===== src/rtl/iiitb_bm_acc.sv =====
`default_nettype none
// ============================================================================
// Module   : iiitb_bm_acc
// Purpose  : Saturating frame accumulator for signed Booth-multiplier products.
//            Sums N products per frame, then offers the clamped frame sum and
//            a sticky overflow flag to the next stage.
// Ports    : clk        rising-edge clock
//            reset      asynchronous, active-low reset
//            clear      synchronous frame abort (drops partial frame / result)
//            in_valid   in_p holds a product
//            in_ready   block accepts a product (state ACC)
//            in_p       PW-bit signed product
//            out_valid  out_sum / out_sat valid (state HOLD)
//            out_ready  consumer takes the result
//            out_sum    AW-bit signed saturated frame sum
//            out_sat    at least one add in the frame saturated
// Revision : 1.0 - initial release
// ============================================================================
module iiitb_bm_acc #(
    parameter int PW = 8,
    parameter int AW = 12,
    parameter int N  = 4
) (
    input  logic          clk,
    input  logic          reset,
    input  logic          clear,
    input  logic          in_valid,
    output logic          in_ready,
    input  logic [PW-1:0] in_p,
    output logic          out_valid,
    input  logic          out_ready,
    output logic [AW-1:0] out_sum,
    output logic          out_sat
);

    // Counter is at least one bit wide so that N=1 still elaborates.
    localparam int              c_cw   = (N > 1) ? $clog2(N) : 1;
    localparam logic [c_cw-1:0] c_last = c_cw'(N - 1);
    localparam logic [c_cw-1:0] c_one  = c_cw'(1);

    localparam logic [0:0] c_acc  = 1'b0;
    localparam logic [0:0] c_hold = 1'b1;

    localparam logic [AW-1:0] c_max = {1'b0, {(AW-1){1'b1}}};
    localparam logic [AW-1:0] c_min = {1'b1, {(AW-1){1'b0}}};

    logic [0:0]      r_state;
    logic [0:0]      w_state_nxt;
    logic [AW-1:0]   r_acc;
    logic [c_cw-1:0] r_cnt;
    logic            r_sticky;
    logic [AW-1:0]   r_sum;
    logic            r_sat;

    logic            w_accept;
    logic            w_last;
    logic [AW:0]     w_ext;
    logic [AW:0]     w_raw;
    logic            w_ovf;
    logic [AW-1:0]   w_clamped;

    // Handshake outputs depend on state only.
    assign in_ready  = (r_state == c_acc);
    assign out_valid = (r_state == c_hold);
    assign out_sum   = r_sum;
    assign out_sat   = r_sat;

    assign w_accept = in_valid & in_ready;
    assign w_last   = (r_cnt == c_last);

    // One guard bit: the sum of two AW-bit signed values always fits in AW+1
    // bits, and an overflow shows up as the top two bits disagreeing.
    assign w_ext     = {{(AW+1-PW){in_p[PW-1]}}, in_p};
    assign w_raw     = {r_acc[AW-1], r_acc} + w_ext;
    assign w_ovf     = (w_raw[AW] != w_raw[AW-1]);
    assign w_clamped = w_ovf ? (w_raw[AW] ? c_min : c_max) : w_raw[AW-1:0];

    always_ff @(posedge clk or negedge reset) begin
        if (!reset) begin
            r_state <= c_acc;
        end else begin
            r_state <= w_state_nxt;
        end
    end

    always_comb begin
        w_state_nxt = r_state;
        if (clear) begin
            w_state_nxt = c_acc;
        end else begin
            case (r_state)
                c_acc:   if (w_accept && w_last) w_state_nxt = c_hold;
                c_hold:  if (out_ready)          w_state_nxt = c_acc;
                default: w_state_nxt = c_acc;
            endcase
        end
    end

    always_ff @(posedge clk or negedge reset) begin
        if (!reset) begin
            r_acc    <= '0;
            r_cnt    <= '0;
            r_sticky <= 1'b0;
            r_sum    <= '0;
            r_sat    <= 1'b0;
        end else if (clear) begin
            r_acc    <= '0;
            r_cnt    <= '0;
            r_sticky <= 1'b0;
            r_sum    <= '0;
            r_sat    <= 1'b0;
        end else if (w_accept) begin
            r_acc    <= w_clamped;
            r_sticky <= r_sticky | w_ovf;
            if (w_last) begin
                // Frame complete: publish the result and rewind the count.
                r_cnt <= '0;
                r_sum <= w_clamped;
                r_sat <= r_sticky | w_ovf;
            end else begin
                r_cnt <= r_cnt + c_one;
            end
        end else if (out_valid && out_ready) begin
            // Result taken: start the next frame from zero; the published
            // result registers keep their last value.
            r_acc    <= '0;
            r_cnt    <= '0;
            r_sticky <= 1'b0;
        end
    end

endmodule
`default_nettype wire

===== config.mk =====
export PLATFORM = sky130hd
export DESIGN_NAME = iiitb_bm_acc
export DESIGN_NICKNAME = d
export VERILOG_FILES = /design/src/rtl/iiitb_bm_acc.sv
export SDC_FILE = /design/constraint.sdc
export NUM_CORES = 1
export LEC_CHECK = 0
export BUFFER_PORTS_ARGS = -buffer_cell sky130_fd_sc_hd__buf_2
export CORE_MARGIN = 1.5
export CORE_UTILIZATION = 50
export CTS_CLUSTER_DIAMETER = 50
export DETAILED_ROUTE_END_ITERATION = 8
export GPL_TIMING_DRIVEN = 0
export PLACE_DENSITY_LB_ADDON = 0.3
export SLEW_MARGIN = 20
export SYNTH_ARGS = -nofsm -noshare
export SYNTH_HDL_FRONTEND = slang
export SYNTH_SLANG_ARGS = --single-unit

===== constraint.sdc =====
create_clock -name clk -period 2.7 [get_ports clk]
set_input_delay 0.81 -clock clk [delete_from_list [all_inputs] [get_ports clk]]
set_output_delay 0.81 -clock clk [all_outputs]
set_load 0.03 [all_outputs]

==> summary.txt, run 1 <==
STA
  – Final min period: 2650 ps
  – Worst rel slew slack: 57.6%
  – Fmax: approximately 0.38 GHz
  – Worst Max-Slew Pin Slew: 635 ps
  – Slew Limit Fails: 0
  – Part of the cycle the worst path needs: 98.1%
  – Fin. Hold Viols: 0
  – RSZ-0062 raised after global routing: true
  – Layout Skew: 9.41 ps
  – Setup-failing EPs final: 0

Clock tree
  – Bufs on Longest Clock Path: 2
  – H-tree depth: 2
  – Worst-path clk slew: 90 ps
  – CTS sink count: 29
  – Inserted Clock Buffers: 5
  – Root Driver: clkbuf_4
  – Post-CTS Hold Fix Bufs: 0
  – Clock Latency Late Sink: 320 ps
  – CTS tree: built

Min path
  – Hold Crit Class: primary input to asynchronous set/reset pin

Global routing
  – Largest net degree at the start of global routing: 30
  – GRT Overall Usage: 23.8%
  – Global-route wire length before repair: 7270 um
  – Initial antenna violation count: 0
  – Vias in the first global route: 1483
  – Total grt overflow: 0

Pwr
  – Worst vdd ir: 0.000500 V
  – Pint: 1.18 mW
  – Clock power frac: 12.0%
  – Gate power share: 58.7%
  – Net Sw Frac: 41.9%
  – P_leak: 1.06 nW
  – P_sw: 852 uW
  – Reg power frac: 29.3%
  – Cell Pwr Density: 911 nW/um2

Run
  – Number of max-cap violations: 0

Final layout
  – N_diodes: 0
  – Fill cells: 285
  – Reg area: 726 um2
  – Final #Nets: 228
  – Cell area after layout: approximately 2200 um2
  – Share of cells above drive strength 1: 40.1%
  – Multi-input gate area: around 1100 um2
  – Post-layout utilization of the core: 66.3%
  – Area growth from synthesis to layout: 26.8%

Yosys
  – Synth Instances: 157
  – Post-synth EDFFs: 0
  – Synth area leaders: dfrtp_1 41%, a221o_1 9.7%, ha_1 9.3%
  – Yosys top cell area share: 41.3%
  – Sequential area share after synthesis: 41.3%
  – Synth Net Count: 184
  – Yosys warns: 0
  – Syn avg cell area: roughly 11 um2
  – Distinct cells, synth: 44
  – Asr flop ratio synth: 100%
  – Synthesized flop and latch total: 29
  – Synth Flop Type: dfrtp_1
  – Synth Cell Area: 1760 um2
  – Area leader, netlist: dfrtp_1

Routing
  – Vias per cell: 6.06
  – DRC viols: 0
  – DR vias: 1504
  – Pre-antenna DRT Iters: 4
  – Routed WL per cell: 18.2 um
  – Post-route ant nets: 0
  – Post-detailed-routing wire length: 4520 um
  – Iter 0 DRT Violations: 108

Status
  – Outcome: completed

Worst setup path
  – CP max FO: 10
  – Worst setup EP type: register
  – Setup CP Type: primary input to register
  – Type of origin of the critical path: primary input
  – Critical Path AT: 2860 ps
  – R2r setup slk: 220 ps
  – CP Data Required Time: 2910 ps

Floorplan
  – IO Count: 28
  – DIE HEIGHT: 62.3 um
  – Die area: 3880 um2
  – Row count: 21
  – Core Box Area: 3360 um2
  – Initial Utilization: a little over half
  – Die X: 62.3 um

Placement
  – Dpl hpwl: 3070 um
  – Routability congestion estimate: 0.913
  – Placed instance area: 2000 um2
  – I/O Buffers: 27
-- metal layers --
layer / global-route usage [%] / share of wire [%]
met2: 38.7 / 49
met1: 31.3 / 44
met5: 0 / 0
met3: 3.26 / 4.8
met4: 11.9 / 2.3
-- cells in the mapped netlist (2+ instances only) --
cell,count
a21oi_1,8
clkbuf_1,2
o21ai_0,5
xnor2_1,5
a22o_1,3
a211oi_1,3
a21o_1,3
ha_1,13
nand2_1,7
a21oi_2,2
nor3_1,2
a221o_2,5
a221o_1,17
nand2b_1,3
buf_6,3
dfrtp_1,29
inv_1,2
xor2_1,3
nor2_1,13
nor2b_1,4
nor3_2,2
-- power by group through the flow --
stage | sequential, mW | combinational (mW) | clock, mW
floorplan | 0.583 | 0.736 | 0
global placement | 0.588 | 0.901 | 0
detailed placement | 0.587 | 0.945 | 0
CTS | 0.589 | 1.04 | 0.250
global route | 0.604 | 1.29 | 0.269
finish | 0.595 | 1.19 | 0.244
-- flip-flops by register name, indices dropped and copies added, names as in the netlist --
signal	flops
out_sum	12
r_acc	12
r_cnt	2
out_sat	1
out_valid	1
r_sticky	1
-- logic make-up after synthesis --
family	Yosys count	synth area share (%)
AND/OR/NAND/NOR	38	12.0
adder cells (fa/ha/maj)	14	10.4
multiplexers	2	1.21
flip-flops	29	41.3
XOR/XNOR	8	3.99
AO/OA/AOI/OAI	58	27.9
buffers and inverters	8	3.20
-- critical path, cell delays in order --
cell,delay (ps)
buf_2,110
ha_4,160
fa_2,380
a211oi_4,260
o21ai_2,110
a21oi_2,190
o221a_4,260
a21oi_2,80
buf_6,140
a221o_2,340
-- per-stage QoR --
step | worst slack [ps] | std cells | setup TNS (ps) | total power, mW | hold WS, ps
finish | 50.8 | 248 | 0 | 2.03 | 500
global route | -12.7 | 248 | -46.2 | 2.17 | 539
CTS | 19.5 | 242 | 0 | 1.88 | 507
detailed placement | -376 | 230 | -8040 | 1.53 | 486
global placement | -333 | 230 | -7070 | 1.49 | 473
floorplan | -36.1 | 157 | -409 | 1.32 | 462
-- path summary, 6_finish.rpt --
| kind | startpoint | end | depth (start not counted) |
|---|---|---|---|
| max | in_p[0] | out_sum[3] | 10 |
| min | reset | out_sum[8] | 1 |
| max reg2reg | r_acc[0] | out_sum[3] | 9 |
| min reg2reg | out_sum[11] | out_sum[11] | 1 |
| max in group asynchronous | reset | r_sticky | 1 |
| min in group clk | out_sum[11] | out_sum[11] | 1 |
-- repair_timing --
action                     4_1_cts  5_1_grt
setup endpoints to repair       15       24
cloned                           0        1
resized for setup                9        7
pin swaps                        7        6
setup buffers                    4        5
-- cell type report --
| class | instances | area share, % |
|---|---|---|
| multi-input combinational | 120 | 50.7 |
| sequential | 29 | 32.6 |
| timing repair buffer | 37 | 9.32 |
| tap | 46 | 2.58 |
| buffer | 6 | 2.19 |
| clock buffer | 6 | 1.85 |
| clock inverter | 2 | 0.449 |
| inverter | 2 | 0.337 |
-- layout by cell type (no fill, tap or decap), drive strengths merged --
cell	count
a211oi	3
o31ai	1
dfrtp	29
a32oi	1
buf	41
or2	1
xor2	3
o221a	1
a221o	22
and3	2
clkinv	2
o211a	1
xnor2	5
ha	13
a22oi	1
nor2b	4
nor4bb	1
a21o	4
nor3	4
clkbuf	8
nor2	13
nand2b	3
o22ai	1
fa	1
nand2	7
o21a	1
o21ai	6
a2111oi	2
nor4	2
a32o	1
a21oi	10
mux2i	1
a22o	3
mux2	1
nand3	1
inv	2
Power figures use the tool's default switching activity.
==> run 2, diff against run 1 <==
--- a/config.mk
+++ b/config.mk
@@ -18 +18,2 @@
 export SYNTH_SLANG_ARGS = --single-unit
+export TNS_END_PERCENT = 20
==> constraint.sdc (replaced) <==
create_clock -name clk -period 2.7 [get_ports clk]
set_input_delay 0.54 -clock clk [delete_from_list [all_inputs] [get_ports clk]]
set_output_delay 0.54 -clock clk [all_outputs]
set_load 0.03 [all_outputs]
==> summary.txt, run 2 (synthesized netlist as in run 1, its figures left out) <==
Status
  – Outcome: completed

Pwr
  – Cell Pwr Density: 890 nW/um2 (-2.3%)
  – P_leak: 1.03 nW (-2.2%)
  – Power Total: 1.89 mW (-7.1%)
  – Worst vdd ir: 0.000470 V (-6.1%)

Floorplan
  – Die area: 3880 um2 (unchanged)
  – DIE HEIGHT: 62.3 um (unchanged)
  – Die X: 62.3 um (unchanged)
  – Row count: 21 (unchanged)
  – Core Box Area: 3360 um2 (unchanged)
  – Initial Utilization: 52.3% (unchanged)
  – IO Count: 28 (unchanged)

Final layout
  – N_diodes: 0 (unchanged)
  – Final #Nets: 225 (-1.3%)
  – Post-layout utilization of the core: 63.0% (-3.2 points)
  – Commonest non-fill, non-tap cell in the layout: dfrtp_1
  – Share of cells above drive strength 1: 34.7% (-5.4 points)
  – Commonest cells after routing, fill and taps aside: 29 x dfrtp_1, 28 x buf_2, 17 x a221o_1
  – Area growth from synthesis to layout: 20.6%

Worst setup path
  – R2r setup slk: 90 ps (-130 ps)
  – CP max FO: 7 (-3)
  – Type of origin of the critical path: register
  – Worst setup EP type: register
  – Setup CP Type: register to register
  – CP Data Required Time: 2920 ps (about the same)
  – Critical Path AT: 2830 ps (-30 ps)

STA
  – Setup-failing EPs final: 0 (unchanged)
  – Fmax: 0.383 GHz (+1.4%)
  – Slew Limit Fails: 0 (unchanged)
  – Part of the cycle the worst path needs: 96.7% (-1.4 points)
  – Worst rel slew slack: 57.1% (-0.53 points)
  – Worst Max-Slew Pin Slew: 643 ps (+7.98 ps)
  – Layout Skew: 9.41 ps (-0.00411 ps)
  – RSZ-0062 raised after global routing: true
  – Fin. Hold Viols: 0 (unchanged)
  – Final min period: 2610 ps (-37.5 ps)
  – WHS: 217 ps (-283 ps)

Clock tree
  – Inserted Clock Buffers: 5 (unchanged)
  – CTS sink count: 29 (unchanged)
  – H-tree depth: 2 (unchanged)
  – Bufs on Longest Clock Path: 2 (unchanged)
  – Worst-path clk slew: 100 ps (about the same)
  – Root Driver: clkbuf_4
  – CTS tree: built
  – Post-CTS Hold Fix Bufs: 0 (unchanged)
  – Clock Latency Late Sink: 340 ps (+20 ps)

Placement
  – Dpl hpwl: 3050 um (-0.73%)
  – I/O Buffers: 27 (unchanged)
  – Routability congestion estimate: 0.886 (-3.0%)

Global routing
  – Total grt overflow: 0 (unchanged)
  – Vias in the first global route: 1409 (-5.0%)
  – Initial antenna violation count: 0 (unchanged)
  – Largest net degree at the start of global routing: 30 (unchanged)
  – Global-route wire length before repair: 6790 um (-6.6%)
  – GRT Overall Usage: 22.4% (-1.4 points)

Routing
  – Post-route ant nets: 0 (unchanged)
  – DRC viols: 0 (unchanged)
  – Routed WL per cell: 17.6 um (-3.4%)
  – DR vias: 1475 (-1.9%)
  – Pre-antenna DRT Iters: 4 (unchanged)
  – Vias per cell: 6.02 (-0.73%)
  – Post-detailed-routing wire length: 4310 um (-4.6%)
  – Iter 0 DRT Violations: 107 (-0.93%)

Min path
  – Hold Crit Class: primary input to asynchronous set/reset pin

Run
  – Number of max-cap violations: 0 (unchanged)
-- run 2: power by group --
part           internal (mW)  total [mW]  leakage, nW  switching (mW)
logic                  0.469        1.04        0.609           0.573
registers              0.518       0.588        0.390          0.0697
clock network         0.0989       0.258       0.0320           0.159
-- run 2: critical path, stage by stage (launching register included) --
cell and delay (ps):
dfrtp_1 430, ha_4 180, fa_2 410, a211oi_2 240
o21ai_1 130, a21oi_2 210, o221a_4 290, a21oi_2 100
buf_2 200, a221o_1 300
-- run 2: worst paths after layout --
check	startpoint	end	cells past startpoint
max	r_acc[0]	out_sum[2]	9
min	reset	r_acc[0]	1
max reg2reg	r_acc[0]	out_sum[2]	9
min reg2reg	r_cnt[0]	r_cnt[0]	1
max in group asynchronous	reset	r_acc[4]	1
min in group clk	in_valid	out_valid	3
-- run 2: final cells by class --
| cell class | instances | area [um2] |
|---|---|---|
| fill | 294 | 1240 |
| multi-input combinational | 120 | 1040 |
| sequential | 29 | 726 |
| timing repair buffer | 34 | 189 |
| tap | 46 | 57.6 |
| buffer | 6 | 48.8 |
| clock buffer | 6 | 41.3 |
| clock inverter | 2 | 10.0 |
| inverter | 2 | 7.51 |
-- run 2: layer usage --
metal,share of wire [%],vias to the layer above,track usage [%]
met2,47,37,35.7
met4,2.2,0,11.7
met5,0,-,0
met3,3.2,13,3.08
li1,-,706,-
met1,47,719,29.9
-- run 2: repair_timing --
| item | in CTS | in global routing |
|---|---|---|
| setup endpoints to repair | 21 | 21 |
| pin swaps | 0 | 8 |
| gates resized for setup | 3 | 10 |
| gates cloned | 0 | 2 |
| setup buffers | 0 | 5 |
-- run 2: through the flow --
step           instances  worst slack, ps  setup TNS, ps  instance area, um2
2_1_floorplan        157             55.8              0                1770
3_3_place_gp         230             -297          -5780                1960
3_5_place_dp         230             -363          -7100                1960
4_1_cts              238             1.84              0                2020
5_1_grt              245            -21.9           -134                2120
6_report             245             88.4              0                2120
==> run 3, diff against run 2 <==
CORE_UTILIZATION = 56   (was 50)
SETUP_SLACK_MARGIN = 0.5   (was default)
clock period = 2.8 ns   (was 2.7 ns; I/O delays follow)
==> summary.txt, run 3 (synthesized netlist as in run 1, its figures left out) <==
Status
  – Outcome: completed

Worst setup path
  – Worst setup EP type: register
  – CP max FO: 10 (+3)
  – Slowest-stage cell, CP: dfrtp_1
  – CP Data Required Time: 3010 ps (+90 ps)
  – Setup CP Type: register to register
  – Max incr delay on CP: 420 ps (about the same)
  – Crit-path cells: ha_2, nand2_1, o21ai_4, mux2i_1, nor4_4, buf_4, a21oi_2, buf_6, a221o_1
  – Type of origin of the critical path: register
  – Critical Path AT: 2630 ps (-200 ps)

Final layout
  – Multi-input gate area: 1090 um2 (+5.3%)
  – Cell area after layout: 2200 um2 (+3.7%)
  – Area growth from synthesis to layout: 25.0%
  – N_diodes: 0 (unchanged)
  – Share of cells above drive strength 1: 38.2% (+3.5 points)
  – Commonest non-fill, non-tap cell in the layout: dfrtp_1
  – Final #Nets: 225 (unchanged)
  – Reg area: 726 um2 (unchanged)
  – Commonest cells after routing, fill and taps aside: 29 x dfrtp_1, 27 x buf_2, 17 x a221o_1
  – Fill cells: 212 (-28%)

STA
  – Fmax: 0.413 GHz (+7.8%)
  – Worst rel slew slack: 58.0% (+0.91 points)
  – Final min period: 2420 ps (-190 ps)
  – Part of the cycle the worst path needs: 86.5% (-10 points)
  – Setup ws final: 378 ps (+290 ps)
  – Fin. Hold Viols: 0 (unchanged)
  – Setup-failing EPs final: 0 (unchanged)
  – Layout Skew: 7.65 ps (-1.76 ps)
  – Worst Max-Slew Pin Slew: 630 ps (-13.7 ps)
  – WHS: 237 ps (+20.6 ps)
  – RSZ-0062 raised after global routing: true
  – Slew Limit Fails: 0 (unchanged)
  – Sum Neg Setup Slack: 0 ps (unchanged)

Floorplan
  – Initial Utilization: 58.1% (+5.8 points)
  – Row count: 20 (-4.8%)
  – Die area: 3480 um2 (-10%)
  – Core Box Area: 3030 um2 (-10%)
  – Die X: 59.0 um (-5.2%)
  – IO Count: 28 (unchanged)
  – DIE HEIGHT: 59.0 um (-5.2%)

Global routing
  – GRT Overall Usage: 26.5% (+4.1 points)
  – Global-route wire length before repair: 6790 um (unchanged)
  – Total grt overflow: 0 (unchanged)
  – Largest net degree at the start of global routing: 30 (unchanged)
  – Initial antenna violation count: 0 (unchanged)
  – Vias in the first global route: 1426 (+1.2%)

Pwr
  – Pint: 1.14 mW (+4.5%)
  – Reg power frac: 29.5% (-1.6 points)
  – Gate power share: 55.2% (about the same)
  – Clock power frac: 15.3% (+1.6 points)
  – P_leak: 1.04 nW (+1.1%)
  – Cell Pwr Density: 877 nW/um2 (-1.5%)
  – Worst vdd ir: 0.000474 V (+0.85%)
  – Power Total: 1.93 mW (+2.1%)
  – Net Sw Frac: 41.1% (-1.4 points)
  – P_sw: 792 uW (-1.2%)

Clock tree
  – Worst-path clk slew: 100 ps (about the same)
  – Root Driver: clkbuf_4
  – Post-CTS Hold Fix Bufs: 0 (unchanged)
  – Bufs on Longest Clock Path: 2 (unchanged)
  – Clock Latency Late Sink: 330 ps (about the same)
  – CTS sink count: 29 (unchanged)
  – CTS tree: built
  – H-tree depth: 2 (unchanged)
  – Inserted Clock Buffers: 5 (unchanged)

Placement
  – Pre-CTS setup slack: -42.1 ps (+321 ps)
  – Placed instance area: 1990 um2 (+1.8%)
  – Routability congestion estimate: 0.821 (-7.4%)
  – I/O Buffers: 27 (unchanged)
  – Dpl hpwl: 3040 um (-0.34%)

Routing
  – Iter 0 DRT Violations: 147 (+37%)
  – Vias per cell: 6.09 (+1.1%)
  – Post-route ant nets: 0 (unchanged)
  – DR vias: 1479 (+0.27%)
  – Post-detailed-routing wire length: 4180 um (-3.1%)
  – DRC viols: 0 (unchanged)
  – Pre-antenna DRT Iters: 5 (+1)
  – Routed WL per cell: 17.2 um (-2.3%)

Min path
  – Hold Crit Class: primary input to asynchronous set/reset pin

Run
  – Number of max-cap violations: 0 (unchanged)
==> run 3: cell types whose count changed in the layout (fill, tap and decap cells not counted), moves of 2 or more <==
cell,delta
a21oi_1,-2
a21oi_2,+2
clkbuf_8,+2
ha_1,-2
ha_4,+2
==> run 3: timing repair <==
item / 4_1_cts / 5_1_grt
endpoints found under the setup margin: 24 / 24
gates resized for setup: 4 / 11
pin swaps: 6 / 5
setup buffers: 4 / 2
hold endpoints to repair: 0 / 0
gates cloned: 1 / 0
==> run 3: layout make-up <==
cell class                      count  area share (%)
Multi-Input combinational cell    120            49.8
Inverter                            2           0.342
Clock buffer                        7            2.96
Buffer                              6            2.39
Sequential cell                    29            33.0
Clock inverter                      1           0.228
Timing Repair Buffer               34            8.71
Tap cell                           44            2.51
==> run 3: power groups by stage <==
| stage | Sequential [mW] | Clock, mW | Combinational (mW) |
|---|---|---|---|
| floorplan | 0.562 | 0 | 0.710 |
| global placement | 0.565 | 0 | 0.873 |
| detailed placement | 0.568 | 0 | 0.915 |
| CTS | 0.567 | 0.301 | 0.975 |
| global route | 0.578 | 0.327 | 1.16 |
| finish | 0.569 | 0.294 | 1.06 |
==> run 3: path summary, 6_finish.rpt <==
path	from	to	slack, ps	cells past startpoint
worst max-delay path	r_acc[8]	r_acc[2]	380	9
worst min-delay path	reset	out_sum[3]	240	1
worst min register to register	out_sum[11]	out_sum[11]	500	1
min in group clk	out_sum[11]	out_sum[11]	500	1
max in group asynchronous	reset	r_cnt[0]	2150	1
worst max register to register	r_acc[8]	r_acc[2]	380	9
==> run 3: layer usage <==
layer  up-vias  track usage (%)  share of wire [%]
met3         4             6.55                3.6
met5         -                0                  0
met1       729             34.2                 45
met4         0             11.7                1.3
li1        702                -                  -
met2        44             42.2                 50
==> run 3: critical path: cells and delay by family (launching register included) <==
family,cells,cell delay [ps]
flip-flops,1,420
multiplexers,1,140
adder cells (fa/ha/maj),1,410
AND/OR/NAND/NOR,2,380
AO/OA/AOI/OAI,3,600
buffers and inverters,2,360
==> run 3: stage by stage <==
step	util (%)	cells
2_1_floorplan	-	157
3_3_place_gp	65.8	228
3_5_place_dp	65.8	228
4_1_cts	70.4	241
5_1_grt	72.6	243
6_report	72.6	243
